`src/rtl/reg_file_8x8_pkg.sv`:
```
// Shared definitions for the 8x8 register file.
//   DATA_W    : register / ALU operand width
//   REG_COUNT : number of registers
//   ADDR_W    : register index width (log2 of REG_COUNT)
//   wr_state_e: write-tracking FSM states
package reg_file_pkg;

  localparam int DATA_W    = 8;
  localparam int REG_COUNT = 8;
  localparam int ADDR_W    = 3;

  typedef enum logic {
    IDLE    = 1'b0,
    WRITTEN = 1'b1
  } wr_state_e;

endpackage

```
`src/rtl/reg_file_8x8_if.sv`:
```
// Bus between the ALU/writeback stage and the register file.
//   master: drives write data/address/enable, stall and read addresses;
//           receives read data, valid flags and WRITE_DONE.
//   slave : the register file side.
interface reg_file_8x8_if;
  import reg_file_pkg::*;

  logic [DATA_W-1:0] IN;
  logic [ADDR_W-1:0] INADDRESS;
  logic              WRITEENABLE;
  logic              BUSYWAIT;
  logic [ADDR_W-1:0] OUT1ADDRESS;
  logic [ADDR_W-1:0] OUT2ADDRESS;
  logic [DATA_W-1:0] REGOUT1;
  logic [DATA_W-1:0] REGOUT2;
  logic              OUT1VALID;
  logic              OUT2VALID;
  logic              WRITE_DONE;

  modport master (
    output IN, INADDRESS, WRITEENABLE, BUSYWAIT, OUT1ADDRESS, OUT2ADDRESS,
    input  REGOUT1, REGOUT2, OUT1VALID, OUT2VALID, WRITE_DONE
  );

  modport slave (
    input  IN, INADDRESS, WRITEENABLE, BUSYWAIT, OUT1ADDRESS, OUT2ADDRESS,
    output REGOUT1, REGOUT2, OUT1VALID, OUT2VALID, WRITE_DONE
  );

endinterface

```
`src/rtl/reg_file_8x8_read_port.sv`:
```
// Combinational read port of the register file.
//   rd_addr          : register index to read
//   regs / valid     : storage array and written-since-reset mask
//   wr_en/addr/data  : write accepted this cycle (used for forwarding)
//   rd_data/rd_valid : selected data and valid flag
// Optional feature macro: REG_FILE_BYPASS_EN (write-to-read forwarding).
module reg_read_port
  import reg_file_pkg::*;
(
  input  logic [ADDR_W-1:0]                 rd_addr,
  input  logic [REG_COUNT-1:0][DATA_W-1:0]  regs,
  input  logic [REG_COUNT-1:0]              valid,
  input  logic                              wr_en,
  input  logic [ADDR_W-1:0]                 wr_addr,
  input  logic [DATA_W-1:0]                 wr_data,
  output logic [DATA_W-1:0]                 rd_data,
  output logic                              rd_valid
);

`ifdef REG_FILE_BYPASS_EN
  // Forward the value being written so a single-cycle datapath sees it
  // before the capturing edge.
  always_comb begin
    rd_data  = regs[rd_addr];
    rd_valid = valid[rd_addr];
    if (wr_en && (wr_addr == rd_addr)) begin
      rd_data  = wr_data;
      rd_valid = 1'b1;
    end
  end
`else
  // Pure storage read: no path from write data to the read outputs.
  logic unused_bypass;
  assign unused_bypass = &{1'b0, wr_en, wr_addr, wr_data};

  always_comb begin
    rd_data  = regs[rd_addr];
    rd_valid = valid[rd_addr];
  end
`endif

endmodule

```
`src/rtl/reg_file_8x8.sv`:
```
// Eight-entry, 8-bit register file feeding the ALU operands.
//   CLK     : sole clock, rising edge
//   RESET_N : asynchronous active-low reset
//   bus     : reg_file_8x8_if.slave (write side, stall, two read ports,
//             valid flags, WRITE_DONE)
// A write lands when WRITEENABLE=1 and BUSYWAIT=0 at the rising edge;
// stalled writes are dropped, the producer holds them until BUSYWAIT falls.
// Optional feature macro: REG_FILE_BYPASS_EN (see reg_read_port).
//
// state   | meaning
// --------+---------------------------------------------------
// IDLE    | no write accepted on the last edge, WRITE_DONE=0
// WRITTEN | a write was accepted on the last edge, WRITE_DONE=1
module reg_file_8x8
  import reg_file_pkg::*;
(
  input  logic           CLK,
  input  logic           RESET_N,
  reg_file_8x8_if.slave  bus
);

  logic [REG_COUNT-1:0][DATA_W-1:0] regs_q, regs_d;
  logic [REG_COUNT-1:0]             valid_q, valid_d;
  wr_state_e                        state_q, state_d;
  logic                             wr_accept;

  // RESET_N qualifies acceptance so forwarding cannot leak data while the
  // file is held in reset.
  assign wr_accept = bus.WRITEENABLE & ~bus.BUSYWAIT & RESET_N;

  always_comb begin
    regs_d  = regs_q;
    valid_d = valid_q;
    if (wr_accept) begin
      regs_d[bus.INADDRESS]  = bus.IN;
      valid_d[bus.INADDRESS] = 1'b1;
    end
  end

  always_comb begin
    state_d = state_q;
    case (state_q)
      IDLE:    if (wr_accept)  state_d = WRITTEN;
      WRITTEN: if (!wr_accept) state_d = IDLE;
      default: state_d = IDLE;
    endcase
  end

  always_ff @(posedge CLK or negedge RESET_N) begin
    if (!RESET_N) begin
      regs_q  <= '0;
      valid_q <= '0;
      state_q <= IDLE;
    end else begin
      regs_q  <= regs_d;
      valid_q <= valid_d;
      state_q <= state_d;
    end
  end

  assign bus.WRITE_DONE = (state_q == WRITTEN);

  reg_read_port u_rd1 (
    .rd_addr  (bus.OUT1ADDRESS),
    .regs     (regs_q),
    .valid    (valid_q),
    .wr_en    (wr_accept),
    .wr_addr  (bus.INADDRESS),
    .wr_data  (bus.IN),
    .rd_data  (bus.REGOUT1),
    .rd_valid (bus.OUT1VALID)
  );

  reg_read_port u_rd2 (
    .rd_addr  (bus.OUT2ADDRESS),
    .regs     (regs_q),
    .valid    (valid_q),
    .wr_en    (wr_accept),
    .wr_addr  (bus.INADDRESS),
    .wr_data  (bus.IN),
    .rd_data  (bus.REGOUT2),
    .rd_valid (bus.OUT2VALID)
  );

endmodule
```
`src/flat_wrapper.sv`:
```
// flat-port wrapper written by rule: the top's interface ports become plain ports
module reg_file_8x8_flat import reg_file_pkg::*;
  (CLK, RESET_N, bus_IN, bus_INADDRESS, bus_WRITEENABLE, bus_BUSYWAIT, bus_OUT1ADDRESS, bus_OUT2ADDRESS, bus_REGOUT1, bus_REGOUT2, bus_OUT1VALID, bus_OUT2VALID, bus_WRITE_DONE);
  reg_file_8x8_if bus_i ();
  input  logic CLK;
  input  logic RESET_N;
  input wire logic [$bits(bus_i.IN)-1:0] bus_IN;
  input wire logic [$bits(bus_i.INADDRESS)-1:0] bus_INADDRESS;
  input wire logic [$bits(bus_i.WRITEENABLE)-1:0] bus_WRITEENABLE;
  input wire logic [$bits(bus_i.BUSYWAIT)-1:0] bus_BUSYWAIT;
  input wire logic [$bits(bus_i.OUT1ADDRESS)-1:0] bus_OUT1ADDRESS;
  input wire logic [$bits(bus_i.OUT2ADDRESS)-1:0] bus_OUT2ADDRESS;
  output wire logic [$bits(bus_i.REGOUT1)-1:0] bus_REGOUT1;
  output wire logic [$bits(bus_i.REGOUT2)-1:0] bus_REGOUT2;
  output wire logic [$bits(bus_i.OUT1VALID)-1:0] bus_OUT1VALID;
  output wire logic [$bits(bus_i.OUT2VALID)-1:0] bus_OUT2VALID;
  output wire logic [$bits(bus_i.WRITE_DONE)-1:0] bus_WRITE_DONE;
  assign bus_i.IN = bus_IN;
  assign bus_i.INADDRESS = bus_INADDRESS;
  assign bus_i.WRITEENABLE = bus_WRITEENABLE;
  assign bus_i.BUSYWAIT = bus_BUSYWAIT;
  assign bus_i.OUT1ADDRESS = bus_OUT1ADDRESS;
  assign bus_i.OUT2ADDRESS = bus_OUT2ADDRESS;
  assign bus_REGOUT1 = bus_i.REGOUT1;
  assign bus_REGOUT2 = bus_i.REGOUT2;
  assign bus_OUT1VALID = bus_i.OUT1VALID;
  assign bus_OUT2VALID = bus_i.OUT2VALID;
  assign bus_WRITE_DONE = bus_i.WRITE_DONE;
  reg_file_8x8 u_core (.CLK(CLK), .RESET_N(RESET_N), .bus(bus_i));
endmodule
```
`config.mk`:
```
export PLATFORM = sky130hd
export DESIGN_NAME = reg_file_8x8_flat
export DESIGN_NICKNAME = d
export VERILOG_FILES = /design/src/rtl/reg_file_8x8_pkg.sv /design/src/rtl/reg_file_8x8_if.sv /design/src/rtl/reg_file_8x8_read_port.sv /design/src/rtl/reg_file_8x8.sv /design/src/flat_wrapper.sv
export SDC_FILE = /design/constraint.sdc
export NUM_CORES = 1
export LEC_CHECK = 0
export CAP_MARGIN = 10
export CORE_MARGIN = 2
export CORE_UTILIZATION = 45
export DETAILED_ROUTE_END_ITERATION = 10
export GPL_TIMING_DRIVEN = 1
export PLACE_DENSITY = 0.64
export SLEW_MARGIN = 20
export SYNTH_ARGS = -nofsm -noshare
export SYNTH_HDL_FRONTEND = slang
export SYNTH_SLANG_ARGS = --single-unit
export TNS_END_PERCENT = 5
```
`constraint.sdc`:
```
create_clock -name CLK -period 3.6 [get_ports CLK]
set_input_delay 0.54 -clock CLK [delete_from_list [all_inputs] [get_ports CLK]]
set_output_delay 0.54 -clock CLK [all_outputs]
set_load 0.05 [all_outputs]
```
==> impl_metrics.py, run 1 <==
metrics = {
    "power": {
        "p_comb_share_pct": 29.3,
        "p_leak_nw": 2.15,
        "internal-power_mw": 1.74,
        "vdd_ir_drop_max_v": 0.000267,
        "power-per-cell-area_nw_per_um2": 542,
        "total_power_mw": 2.49,
        "clkPwrFrac_pct": 27.4,
        "switchingPower_uw": 751,
        "seq_power_share_pct": 43.3,
        "swShare_pct": 30.1,
    },
    "layout": {
        "area_delta_synth_final_pct": 15.5,
        "final_cells": 379,
        "finalNetCount": 288,
        "diodes": 0,
        "fin_util_pct": 53.3,
        "nFillCells": 712,
        "drive_above_1_share_pct": 47.6,
    },
    "run_status": {
        "status": "finished clean",
    },
    "floorplanning": {
        "die_w_um": 98.1,
        "initial_utilization_pct": 46.1,
        "ios": 40,
        "die_h_um": 98.1,
        "dieArea_sq_um": 9620,
        "std_cell_rows": 34,
        "core_sq_um": 8640,
    },
    "logic_synthesis": {
        "synth_warnings": 0,
        "synth.avg_cell_area_sq_um": 17.7,
        "netlist.area_leader.share_pct": 45.9,
        "synth_area_leaders": "dfrtp_1, mux4_1, mux2_2",
        "yosysSeqAreaShare_pct": 45.9,
        "ys_ff_latch": 73,
        "syn_area_sq_um": 3980,
        "syn_inst": 225,
        "yosys.area.top_type": "dfrtp_1",
        "yosysUniqueCellTypes": 22,
        "syn_nets": 246,
    },
    "worst_hold_path": {
        "holdCritPathClass": "input pin to asynchronous set/reset pin",
    },
    "cts": {
        "clkSinkCount": 73,
        "cts-root-buf": "clkbuf_8",
        "cts_buffers": 9,
        "cts_setup_buffers": 0,
        "clockBufferDepth": 2,
        "insertion_delay_ns": 0.34,
        "cts_tree": "yes",
        "clk_pin_slew_worst_paths_ns": 0.07,
        "cts_resized": 0,
        "hold_buffers": 0,
        "h-tree-depth": 3,
    },
    "timing": {
        "fin_tns_setup_ns": 0,
        "fin_skew_ns": 0,
        "hold_viol": 0,
        "setup_viol": 0,
        "final_max_slew_viol_count": 0,
        "finalCritPeriodShare_pct": 81.3,
        "rsz0062_at_grt": "no",
        "max_freq_mhz": 342,
        "tightest_slew_ns": 0.904,
        "maxSlewHeadroom_pct": 39.7,
        "min_period_ns": 2.93,
    },
    "worst_setup_path": {
        "reg2reg_depth": 1,
        "critPathCaptureType": "output port",
        "crit_start": "bus_OUT1ADDRESS[0]",
        "critPathRequiredTime_ns": 3.06,
        "critical_path_arrival_ns": 2.39,
        "crit_type": "input pin to output port",
        "timing.rr.end": "u_core.valid_q[6]",
        "cp-start-kind": "input pin",
        "reg2reg_from": "u_core.valid_q[6]",
        "ff2ff_setup_slack_ns": 2.80,
        "cp_max_fo": 18,
    },
    "grt": {
        "grt_max_degree": 73,
        "grt_use_met2_pct": 32.1,
        "grt_pass1_wl_um": 13100,
        "grt-busiest-layer": "met2",
        "met3_usage_pct": 2.58,
        "gr-usage-met1_pct": 23.0,
        "grt_pass1_vias": 2386,
        "overflow": 0,
        "grt_usage_pct": 18.3,
        "antenna_found_initial": 0,
    },
    "placed_design": {
        "hpwl_um": 5140,
        "place_congestion": 0.727,
        "placedCellCount": 364,
        "port_buffers": 39,
    },
    "detailed_routing": {
        "drc": 0,
        "finalWirelength_um": 8210,
        "vias": 2218,
        "antenna_left": 0,
        "drt-initial-drc-count": 69,
        "drtPass1Iterations": 4,
        "wl_per_cell_um": 21.6,
        "via_per_inst": 5.85,
    },
    "flow_run": {
        "max_cap_viol_count": 0,
    },
}
cells by family after synthesis:
group	Yosys count	synth area share, %
flip-flops	73	45.9
multiplexers	118	46.9
AND/OR/NAND/NOR	21	4.62
buffers and inverters	13	2.58
Yosys cell counts:
library cell,number
and3b_1,1
clkbuf_2,1
mux4_1,36
buf_1,2
mux2_1,2
clkbuf_1,2
nand3_1,1
and3_1,1
nand2b_1,4
mux2_2,80
or2_2,4
buf_6,2
nand4b_4,1
and4bb_1,1
nand2_1,2
nor3b_4,2
buf_2,4
buf_12,2
nor2_2,1
nor2_1,1
nand3b_2,2
dfrtp_1,73
cells in the final DEF, fill, tap and decap left out, types with 2 or more instances in the layout:
cell type / synthesis / routed
buf_4: 0 / 23
bufinv_16: 0 / 2
clkbuf_8: 0 / 9
clkdlybuf4s50_1: 0 / 20
clkinv_2: 0 / 3
dfrtp_1: 73 / 73
mux2_1: 2 / 2
mux2_2: 80 / 80
mux4_1: 36 / 36
nand2_1: 2 / 2
nand2b_1: 4 / 4
nand3b_2: 2 / 2
nor3b_4: 2 / 2
or2_2: 4 / 4
metal layers:
metal,vias up,share of wire [%],wire (um)
met3,8,2.6,210
li1,1001,-,-
met2,36,52,4230
met4,0,1.2,99
met1,1173,45,3660
met5,-,0,0
registers in the layout, indices dropped and copies added (netlist names):
register and cells:
u_core.regs_q 64, u_core.valid_q 8, u_core.bus.WRITE_DONE 1
area by class of cell:
cell class | count | area, sq um | area share [%]
Clock inverter | 6 | 83.8 | 1.82
Sequential cell | 73 | 1830 | 39.7
Multi-Input combinational cell | 139 | 2050 | 44.6
Clock buffer | 9 | 124 | 2.69
Timing Repair Buffer | 44 | 378 | 8.21
Tap cell | 108 | 135 | 2.94
power groups by stage:
stage / Clock [mW] / Combinational, mW / Sequential (mW)
final: 0.682 / 0.731 / 1.08
after global routing: 0.735 / 0.782 / 1.10
after CTS: 0.701 / 0.741 / 1.08
after detailed placement: 0 / 0.739 / 1.10
after global placement: 0 / 0.728 / 1.09
after floorplan: 0 / 0.569 / 1.06
worst max path at each step:
stage | cells past startpoint | slack (ns) | end
5_1_grt | 5 | 0.60 | bus_REGOUT1[1]
4_1_cts | 5 | 0.66 | bus_REGOUT1[0]
2_1_floorplan | 4 | 1.34 | bus_OUT1VALID
3_5_place_dp | 5 | 0.66 | bus_REGOUT1[0]
6_report | 5 | 0.67 | bus_REGOUT1[0]
3_3_place_gp | 5 | 0.67 | bus_OUT1VALID
metrics by stage:
step	cell area [sq um]	hold WS [ns]	setup slack (ns)
floorplan	3980	0.244	1.34
global placement	4390	0.362	0.666
detailed placement	4390	0.368	0.659
CTS	4600	0.00301	0.659
global route	4600	0.0138	0.598
finish	4600	0.0140	0.672
worst max-delay path: stages:
cell and delay [ns]:
clkdlybuf4s50_1 0.46, buf_4 0.31, mux4_1 0.60, mux2_2 0.28
buf_4 0.19
No activity file was read; power rests on OpenSTA's default activity.
==> inputs of run 2 (changes only) <==
--- a/config.mk
+++ b/config.mk
@@ -10,7 +10,7 @@
 export CORE_UTILIZATION = 45
 export DETAILED_ROUTE_END_ITERATION = 10
 export GPL_TIMING_DRIVEN = 1
-export PLACE_DENSITY = 0.64
+export PLACE_DENSITY = 0.67
 export SLEW_MARGIN = 20
 export SYNTH_ARGS = -nofsm -noshare
 export SYNTH_HDL_FRONTEND = slang
==> constraint.sdc (replaced) <==
create_clock -name CLK -period 2.4 [get_ports CLK]
set_input_delay 0.36 -clock CLK [delete_from_list [all_inputs] [get_ports CLK]]
set_output_delay 0.36 -clock CLK [all_outputs]
set_load 0.05 [all_outputs]
==> impl_metrics.py, run 2 (synthesis results as in run 1) <==
metrics = {
    "layout": {
        "area_delta_synth_final_pct": 20.9,
        "nFillCells": 735,
        "largest_reg_flops": 64,
        "regArea_sq_um": 1830,
        "layout_commonest_cell": "mux2_2",
        "diodes": 0,
        "drive_above_1_share_pct": 49.5,
        "layout_common_cells": "mux2_2, dfrtp_1, mux4_1",
        "regMostFlops": "u_core.regs_q",
        "finalNetCount": 300,
        "final_cells": 391,
        "multi_input_area_sq_um": 2050,
    },
    "timing": {
        "hold_viol": 0,
        "maxSlewHeadroom_pct": 63.4,
        "setup_viol": 0,
        "rsz0062_at_grt": "no",
        "fin_skew_ns": 0,
        "max_freq_mhz": 430,
        "timing.final.ws_setup_ns": 0.0752,
        "tightest_slew_ns": 0.549,
        "final_max_slew_viol_count": 0,
        "finalCritPeriodShare_pct": 96.9,
        "min_period_ns": 2.32,
    },
    "floorplanning": {
        "core_sq_um": 8640,
        "dieArea_sq_um": 9620,
        "std_cell_rows": 34,
        "die_w_um": 98.1,
        "die_h_um": 98.1,
        "ios": 40,
        "initial_utilization_pct": 46.1,
    },
    "power": {
        "switchingPower_mw": 1.16,
        "p_leak_nw": 2.25,
        "vdd_ir_drop_max_v": 0.000433,
        "clkPwrFrac_pct": 27.7,
        "power-per-cell-area_nw_per_um2": 797,
        "swShare_pct": 30.1,
        "seq_power_share_pct": 42.5,
        "internal-power_mw": 2.68,
        "p_comb_share_pct": 29.9,
    },
    "detailed_routing": {
        "vias": 2306,
        "drtPass1Iterations": 4,
        "wl_met1_um": 3910,
        "met3_length_um": 218,
        "drt-initial-drc-count": 80,
        "finalWirelength_um": 8640,
        "drc": 0,
        "top_layer": "met4",
        "wl_met2_um": 4430,
        "wl_per_cell_um": 22.1,
        "via_per_inst": 5.90,
        "antenna_left": 0,
    },
    "flow_run": {
        "max_cap_viol_count": 0,
    },
    "worst_setup_path": {
        "max_stage_delay_ns": 0.55,
        "critical_path_arrival_ns": 1.96,
        "cp_num_buf_inv": 3,
        "cp-start-kind": "input pin",
        "cp_max_fo": 9,
        "ff2ff_setup_slack_ns": 1.57,
        "critPathCaptureType": "output port",
        "critPathTopFamily": "multiplexers",
        "crit_chain": "clkdlybuf4s15_1 > bufbuf_16 > mux4_1 > mux2_2 > buf_4",
        "crit_type": "input pin to output port",
        "timing.rr.end": "u_core.valid_q[7]",
        "critPathRequiredTime_ns": 2.04,
        "reg2reg_depth": 1,
        "reg2reg_from": "u_core.valid_q[7]",
        "cp_slowest_cell": "mux4_1",
    },
    "grt": {
        "grt_pass1_vias": 2493,
        "grt_pass1_wl_um": 13800,
        "overflow": 0,
        "antenna_found_initial": 0,
        "grt_usage_pct": 19.0,
        "grt_max_degree": 45,
    },
    "placed_design": {
        "place_congestion": 0.735,
        "placedCellCount": 373,
        "hpwl_um": 5360,
        "place_ws_ns": -0.0828,
        "port_buffers": 39,
    },
    "cts": {
        "insertion_delay_ns": 0.34,
        "clkSinkCount": 73,
        "cts_buffers": 9,
        "clockBufferDepth": 2,
        "cts-root-buf": "clkbuf_8",
        "cts_tree": "yes",
        "h-tree-depth": 3,
        "clk_pin_slew_worst_paths_ns": 0.07,
    },
    "worst_hold_path": {
        "holdCritPathClass": "input pin to asynchronous set/reset pin",
    },
    "run_status": {
        "status": "finished clean",
    },
}
-- run 2: cell types whose count changed in the layout (fill, tap and decap cells not counted), moves of 2 or more --
cell and change:
buf_12 +4, buf_6 +4, clkdlybuf4s50_1 -2, clkinv_2 -2, clkinvlp_4 +2
-- run 2: cell type report --
cell class	instances	share of cell area [%]
clock buffer	10	2.86
clock inverter	5	1.66
multi-input combinational	139	42.7
sequential	73	38.0
tap	108	2.81
timing repair buffer	56	12.1
-- run 2: power groups by stage --
stage | sequential, mW | clock (mW) | combinational (mW)
after CTS | 1.63 | 1.09 | 1.15
after global placement | 1.63 | 0 | 1.11
after floorplan | 1.59 | 0 | 0.853
after global routing | 1.66 | 1.14 | 1.22
final | 1.63 | 1.06 | 1.15
after detailed placement | 1.65 | 0 | 1.13
-- run 2: how the worst max path moves through the flow --
| stage | from | end | slack (ns) | cells after the start |
|---|---|---|---|---|
| 6_report | bus_OUT2ADDRESS[0] | bus_OUT2VALID | 0.08 | 5 |
| 3_3_place_gp | bus_OUT1ADDRESS[0] | bus_OUT1VALID | -0.08 | 5 |
| 4_1_cts | bus_OUT1ADDRESS[0] | bus_REGOUT1[6] | -0.07 | 5 |
| 3_5_place_dp | bus_OUT2ADDRESS[0] | bus_REGOUT2[1] | -0.08 | 5 |
| 5_1_grt | bus_OUT2ADDRESS[0] | bus_REGOUT2[7] | 0.03 | 5 |
| 2_1_floorplan | bus_OUT1ADDRESS[0] | bus_OUT1VALID | 0.50 | 4 |
-- run 2: stage by stage --
stage / utilization [%] / setup TNS (ns) / instance area [sq um] / power (mW) / hold slack (ns)
3_5_place_dp: 52.2 / -1.11 / 4510 / 2.78 / 0.241
5_1_grt: 55.7 / 0 / 4810 / 4.03 / 0.415
6_report: 55.7 / 0 / 4810 / 3.84 / 0.414
4_1_cts: 55.4 / -0.461 / 4780 / 3.87 / 0.400
2_1_floorplan: - / 0 / 3980 / 2.44 / 0.0644
3_3_place_gp: 52.2 / -1.09 / 4510 / 2.74 / 0.242
-- run 2: what timing repair did --
action | in CTS | in global routing
setup endpoints to repair | 18 | 12
setup buffers | 0 | 0
gates resized for setup | 5 | 2
hold endpoints to repair | 5 | 0
hold buffers | 1 | 0
gates cloned | 1 | 1
-- run 2: layer usage --
metal  vias up  track usage [%]
met5         -                0
met4         0             7.05
met3         8             2.86
met2        35             31.8
met1      1234             25.4
li1       1029                -
